==> src/rtl/uart_tx_arbiter_if.sv <==
// Request/transmitter bundle for uart_tx_arbiter: per-requester level
// requests and bytes on one side, the shared UART transmitter on the other.
interface uart_tx_arbiter_if #(
  parameter int NUM_REQ          = 4,
  parameter int INPUT_DATA_WIDTH = 8
);
  localparam int ID_W = $clog2(NUM_REQ);

  logic [NUM_REQ-1:0]                  req;
  logic [NUM_REQ*INPUT_DATA_WIDTH-1:0] req_data;
  logic [NUM_REQ-1:0]                  grant;
  logic                                tx_enable;
  logic [INPUT_DATA_WIDTH-1:0]         tx_data;
  logic                                tx_busy;
  logic [ID_W-1:0]                     active_id;
  logic                                idle;
  logic                                timeout_err;

  // Arbiter side
  modport master (
    input  req, req_data, tx_busy,
    output grant, tx_enable, tx_data, active_id, idle, timeout_err
  );

  // Requesters plus transmitter side
  modport slave (
    output req, req_data, tx_busy,
    input  grant, tx_enable, tx_data, active_id, idle, timeout_err
  );
endinterface

==> src/rtl/uart_tx_arbiter.sv <==
// Round-robin arbiter sharing one UART transmitter among NUM_REQ requesters;
// launches one byte at a time and watches tx_busy for start and completion.
module uart_tx_arbiter #(
  parameter int NUM_REQ          = 4,
  parameter int INPUT_DATA_WIDTH = 8,
  parameter int BUSY_TIMEOUT     = 16
) (
  input  logic                clk,
  input  logic                reset,
  uart_tx_arbiter_if.master   bus
);
  localparam int ID_W  = $clog2(NUM_REQ);
  localparam int CNT_W = $clog2(BUSY_TIMEOUT + 1);

  typedef enum logic [1:0] {
    IDLE      = 2'd0,
    LAUNCH    = 2'd1,
    WAIT_BUSY = 2'd2,
    WAIT_DONE = 2'd3
  } state_t;

  state_t                      state, next_state;
  logic [ID_W-1:0]             last_id, active_id, winner;
  logic                        found, select, cnt_expired;
  logic [INPUT_DATA_WIDTH-1:0] tx_data;
  logic [CNT_W-1:0]            busy_cnt;
  logic                        idle, timeout_err;
  logic                        tx_enable;
  logic [NUM_REQ-1:0]          grant;

  // Round-robin search: walk offsets from the highest down so the last hit,
  // which wins, is the closest requester after last_id.
  always_comb begin
    int idx;
    // NOTE: every comb output gets a default first so no latch is inferred.
    winner = '0;
    found  = 1'b0;
    idx    = 0;
    for (int k = NUM_REQ; k >= 1; k--) begin
      idx = int'(last_id) + k;
      if (idx >= NUM_REQ) idx = idx - NUM_REQ;
      if (bus.req[ID_W'(idx)]) begin
        winner = ID_W'(idx);
        found  = 1'b1;
      end
    end
  end

  assign select      = (state == IDLE) && found && !bus.tx_busy;
  assign cnt_expired = (state == WAIT_BUSY) && !bus.tx_busy &&
                       (busy_cnt == CNT_W'(BUSY_TIMEOUT - 1));

  // State register
  always_ff @(posedge clk or negedge reset) begin
    // NOTE: sequential state uses non-blocking assignments only.
    if (!reset) state <= IDLE;
    else        state <= next_state;
  end

  // Next-state logic
  always_comb begin
    next_state = state;
    unique case (state)
      IDLE:      if (select) next_state = LAUNCH;
      LAUNCH:    next_state = bus.tx_busy ? WAIT_DONE : WAIT_BUSY;
      WAIT_BUSY: begin
        if (bus.tx_busy)      next_state = WAIT_DONE;
        else if (cnt_expired) next_state = IDLE;
      end
      WAIT_DONE: if (!bus.tx_busy) next_state = IDLE;
      default:   next_state = IDLE;
    endcase
  end

  // Output decode: launch strobe and grant exist only in LAUNCH
  always_comb begin
    tx_enable = 1'b0;
    grant     = '0;
    if (state == LAUNCH) begin
      tx_enable        = 1'b1;
      grant[active_id] = 1'b1;
    end
  end

  // Datapath, timeout counter and status flags
  always_ff @(posedge clk or negedge reset) begin
    if (!reset) begin
      tx_data     <= '0;
      active_id   <= '0;
      last_id     <= ID_W'(NUM_REQ - 1);
      busy_cnt    <= '0;
      idle        <= 1'b1;
      timeout_err <= 1'b0;
    end else begin
      if (select) begin
        tx_data   <= bus.req_data[winner*INPUT_DATA_WIDTH +: INPUT_DATA_WIDTH];
        active_id <= winner;
        last_id   <= winner;
      end
      // Counts only consecutive non-busy cycles spent in WAIT_BUSY
      if (state == WAIT_BUSY && !bus.tx_busy && !cnt_expired)
        busy_cnt <= busy_cnt + 1'b1;
      else
        busy_cnt <= '0;
      if (cnt_expired) timeout_err <= 1'b1;
      idle <= (next_state == IDLE);
    end
  end

  assign bus.grant       = grant;
  assign bus.tx_enable   = tx_enable;
  assign bus.tx_data     = tx_data;
  assign bus.active_id   = active_id;
  assign bus.idle        = idle;
  assign bus.timeout_err = timeout_err;
endmodule
==> src/flat_wrapper.sv <==
// flat-port wrapper written by rule: the top's interface ports become plain ports
module uart_tx_arbiter_flat 
#(
  parameter int NUM_REQ          = 4,
  parameter int INPUT_DATA_WIDTH = 8,
  parameter int BUSY_TIMEOUT     = 16
)
  (clk, reset, bus_req, bus_req_data, bus_tx_busy, bus_grant, bus_tx_enable, bus_tx_data, bus_active_id, bus_idle, bus_timeout_err);
  uart_tx_arbiter_if #(.NUM_REQ(NUM_REQ), .INPUT_DATA_WIDTH(INPUT_DATA_WIDTH)) bus_i ();
  input  logic clk;
  input  logic reset;
  input wire logic [$bits(bus_i.req)-1:0] bus_req;
  input wire logic [$bits(bus_i.req_data)-1:0] bus_req_data;
  input wire logic [$bits(bus_i.tx_busy)-1:0] bus_tx_busy;
  output wire logic [$bits(bus_i.grant)-1:0] bus_grant;
  output wire logic [$bits(bus_i.tx_enable)-1:0] bus_tx_enable;
  output wire logic [$bits(bus_i.tx_data)-1:0] bus_tx_data;
  output wire logic [$bits(bus_i.active_id)-1:0] bus_active_id;
  output wire logic [$bits(bus_i.idle)-1:0] bus_idle;
  output wire logic [$bits(bus_i.timeout_err)-1:0] bus_timeout_err;
  assign bus_i.req = bus_req;
  assign bus_i.req_data = bus_req_data;
  assign bus_i.tx_busy = bus_tx_busy;
  assign bus_grant = bus_i.grant;
  assign bus_tx_enable = bus_i.tx_enable;
  assign bus_tx_data = bus_i.tx_data;
  assign bus_active_id = bus_i.active_id;
  assign bus_idle = bus_i.idle;
  assign bus_timeout_err = bus_i.timeout_err;
  uart_tx_arbiter #(.NUM_REQ(NUM_REQ), .INPUT_DATA_WIDTH(INPUT_DATA_WIDTH), .BUSY_TIMEOUT(BUSY_TIMEOUT)) u_core (.clk(clk), .reset(reset), .bus(bus_i));
endmodule
==> config.mk <==
export PLATFORM = sky130hd
export DESIGN_NAME = uart_tx_arbiter_flat
export DESIGN_NICKNAME = d
export VERILOG_FILES = /design/src/rtl/uart_tx_arbiter_if.sv /design/src/rtl/uart_tx_arbiter.sv /design/src/flat_wrapper.sv
export SDC_FILE = /design/constraint.sdc
export NUM_CORES = 1
export LEC_CHECK = 0
export ABC_AREA = 1
export ABC_CLOCK_PERIOD_IN_PS = 4740
export BUFFER_PORTS_ARGS = -buffer_cell sky130_fd_sc_hd__buf_2
export CAP_MARGIN = 20
export CORE_UTILIZATION = 50
export DETAILED_ROUTE_END_ITERATION = 6
export PLACE_DENSITY_LB_ADDON = 0.3
export SYNTH_ARGS = -nofsm -noshare
export SYNTH_HDL_FRONTEND = slang
export SYNTH_SLANG_ARGS = --single-unit
==> constraint.sdc <==
create_clock -name clk -period 4.74 [get_ports clk]
set_input_delay 0.948 -clock clk [delete_from_list [all_inputs] [get_ports clk]]
set_output_delay 0.948 -clock clk [all_outputs]
set_load 0.01 [all_outputs]
==> summary.md <==
| Metric | Value |
|---|---|
| H-tree depth | 1 |
| VDD IR max | 0.000317 V |
| CP bufs+invs | 3 |
| Most common cell on crit path | inv_1 |
| Core area | 2850 sq um |
| DR iter-0 viols | 83 |
| Final wirelength | 3150 um |
| I/O pins | 56 |
| Setup violations, final | 0 |
| Critical path's slowest cell | dfrtp_1 |
| CP Capture Type | output port |
| Antenna viol nets, final | 0 |
| Seq/Total Area, Yosys | 33.8% |
| Commonest cells after routing, fill and taps aside | nand2_1 (63), buf_2 (55), inv_1 (47), nand3_1 (36), dfrtp_1 (18) |
| Worst Setup Start Kind | flip-flop |
| Cell area power density | 646 nW/um^2 |
| Synth Cell Area | 1570 sq um |
| Total Neg Setup Slack | 0 ns |
| HPWL after detailed placement | 2530 um |
| Die Area | 3360 sq um |
| Largest area contributor in the netlist | dfrtp_1 |
| # hold bufs at CTS | 0 |
| Area delta synth->final | 18.2% |
| I/O Buffers | 55 |
| Status | complete, but fails checks |
| #FFs+latches synth | 21 |
| Worst min-delay path category | reg2reg |
| # resized after CTS | 0 |
| Share of the synthesized area in the top cell type | 28.8% |
| CTS tree | done |
| Critical path's top delay family | flip-flops |
| Critical path, cell by cell | inv_1 -> nor2_1 -> inv_1 -> nor3_1 -> buf_2 |
| DR DRC count | 3 |
| CP max FO | 4 |
| Clk pin slew, worst setup/hold paths | 0.11 ns |
| Die Y | 58.0 um |
| Min Tclk post-route | 2.18 ns |
| Most common cell after layout, fill and taps aside | nand2_1 |
| TritonCTS buffer count | 3 |
| Leakage power | 1.15 nW |
| Initial Util | 54.9% |
| Clk Latency, worst-skew pair | 0.30 ns |
| Num rows | 19 |
| Routed WL per cell | 9.95 um |
| Slew Viols, Final | 0 |
| DRT Pass-1 Iters | 6 |
| RSZ-0062 raised after global routing | no |
| # diodes | 0 |
| Period utilization | 46.0% |
| Max cap viols | 0 |
| Die Width | 58.0 um |
| Post-synth net total | 273 |
| Setup WS post-layout | 2.56 ns |
| Mapped Avg Cell Area | 6.75 sq um |
| Fmax | 0.458 GHz |
| Fillcell total | 272 |
| Clock Tree Root | clkbuf_4 |
| Via density | 4.83 |
| Skew final | 0.00374 ns |
| Failing checks | design-rule violations |
| Clock sinks | 21 |
| First-pass GRT wire length | 5400 um |
| Worst path arrival time | 1.23 ns |
| WS Path Type | reg2out |
| Gr usage total | 20.5% |
| Worst slew pin tran | 0.441 ns |
| GRT overflow | 0 |
| Largest net degree at the start of global routing | 22 |
| Vias | 1531 |
| Yosys cell types | 28 |
| Share of cells above drive strength 1 | 32.2% |
| Synth area leaders | dfrtp_1 (29%), nand2_1 (15%), nand3_1 (12%), inv_1 (11%), nand2_2 (6.4%) |
| DP Worst Slack | 2.42 ns |
| Hold Path Depth | 1 |
| Critical Path RT | 3.79 ns |
| CP max stage delay | 0.36 ns |
| Ys Warns | 0 |
| Critical path depth | 5 |
| Cell count after synthesis | 232 |
| Number of global-route vias before repair | 1395 |
| Worst-case clock buffer depth | 2 |
| Nets | 328 |
| Worst rel slew slack | 70.6% |
| Final Hold Fails | 0 |
| Worst R2R Path Depth | 13 |
| RD Place Congestion | 0.874 |
| Buffer count from post-CTS setup fixing | 0 |
| Initial antenna violation count | 0 |
-- per-layer routing --
metal  track usage, %  part of all wire (%)  vias up
met5                0                     0        -
met4             3.40                  0.44        0
met3             4.69                   4.4        2
met2             36.8                    50       46
met1             25.5                    45      670
li1                 -                     -      813
-- layout make-up --
type	instances	area, sq um	area share (%)
multi-input combinational	154	785	42.4
timing repair buffer	55	275	14.9
inverter	52	198	10.7
tap	31	38.8	2.09
sequential	21	529	28.6
clock buffer	4	26.3	1.42
-- metrics by stage --
stage | util (%) | total power [mW] | cell area, sq um | hold WS (ns) | instances
after global placement | 64.0 | 1.10 | 1830 | 0.448 | 313
after floorplan | - | 1.01 | 1570 | 0.433 | 232
after CTS | 64.9 | 1.21 | 1850 | 0.470 | 317
after detailed placement | 64.0 | 1.12 | 1830 | 0.449 | 313
after global routing | 64.9 | 1.32 | 1850 | 0.489 | 317
final | 64.9 | 1.20 | 1850 | 0.467 | 317
-- registers in the layout, summed over array words and instances, names as in the netlist --
signal,cells
u_core.busy_cnt,5
u_core.bus.active_id,2
u_core.last_id,2
u_core.state,2
u_core.bus.timeout_err,1
u_core.bus.idle,1
u_core.bus.tx_data,8
-- power by group --
group | internal (mW) | total (mW) | switching [mW]
Clock | 0.0328 | 0.0819 | 0.0491
Sequential | 0.247 | 0.296 | 0.0491
Combinational | 0.283 | 0.818 | 0.535
-- cells by family (layout without fill, tap and decap cells) --
family	Yosys count	in the layout	share of synthesized area [%]
AND/OR/NAND/NOR	139	139	43.2
buffers and inverters	57	111	16.1
flip-flops	21	21	33.8
AO/OA/AOI/OAI	12	12	4.71
adder cells (fa/ha/maj)	2	2	1.60
XOR/XNOR	1	1	0.559
-- worst paths after layout --
path | startpoint | end | slack [ns]
min reg2reg | u_core.busy_cnt[0] | u_core.busy_cnt[0] | 0.47
min in group asynchronous | reset | u_core.state[1] | 0.57
max | u_core.state[0] | bus_grant[3] | 2.56
max reg2reg | u_core.last_id[0] | u_core.bus.tx_data[4] | 2.65
min | u_core.busy_cnt[0] | u_core.busy_cnt[0] | 0.47
max in group asynchronous | reset | u_core.bus.idle | 3.83
-- cells in the mapped netlist, drive strengths merged --
master  instances
nor2           13
nand2          83
ha              2
nor3b           1
inv            52
dfstp           3
a21oi           2
nand3          38
nor3            4
a31o            1
o21bai          1
dfrtp          18
o21ai           8
buf             5
xor2            1
Power figures use the tool's default switching activity.
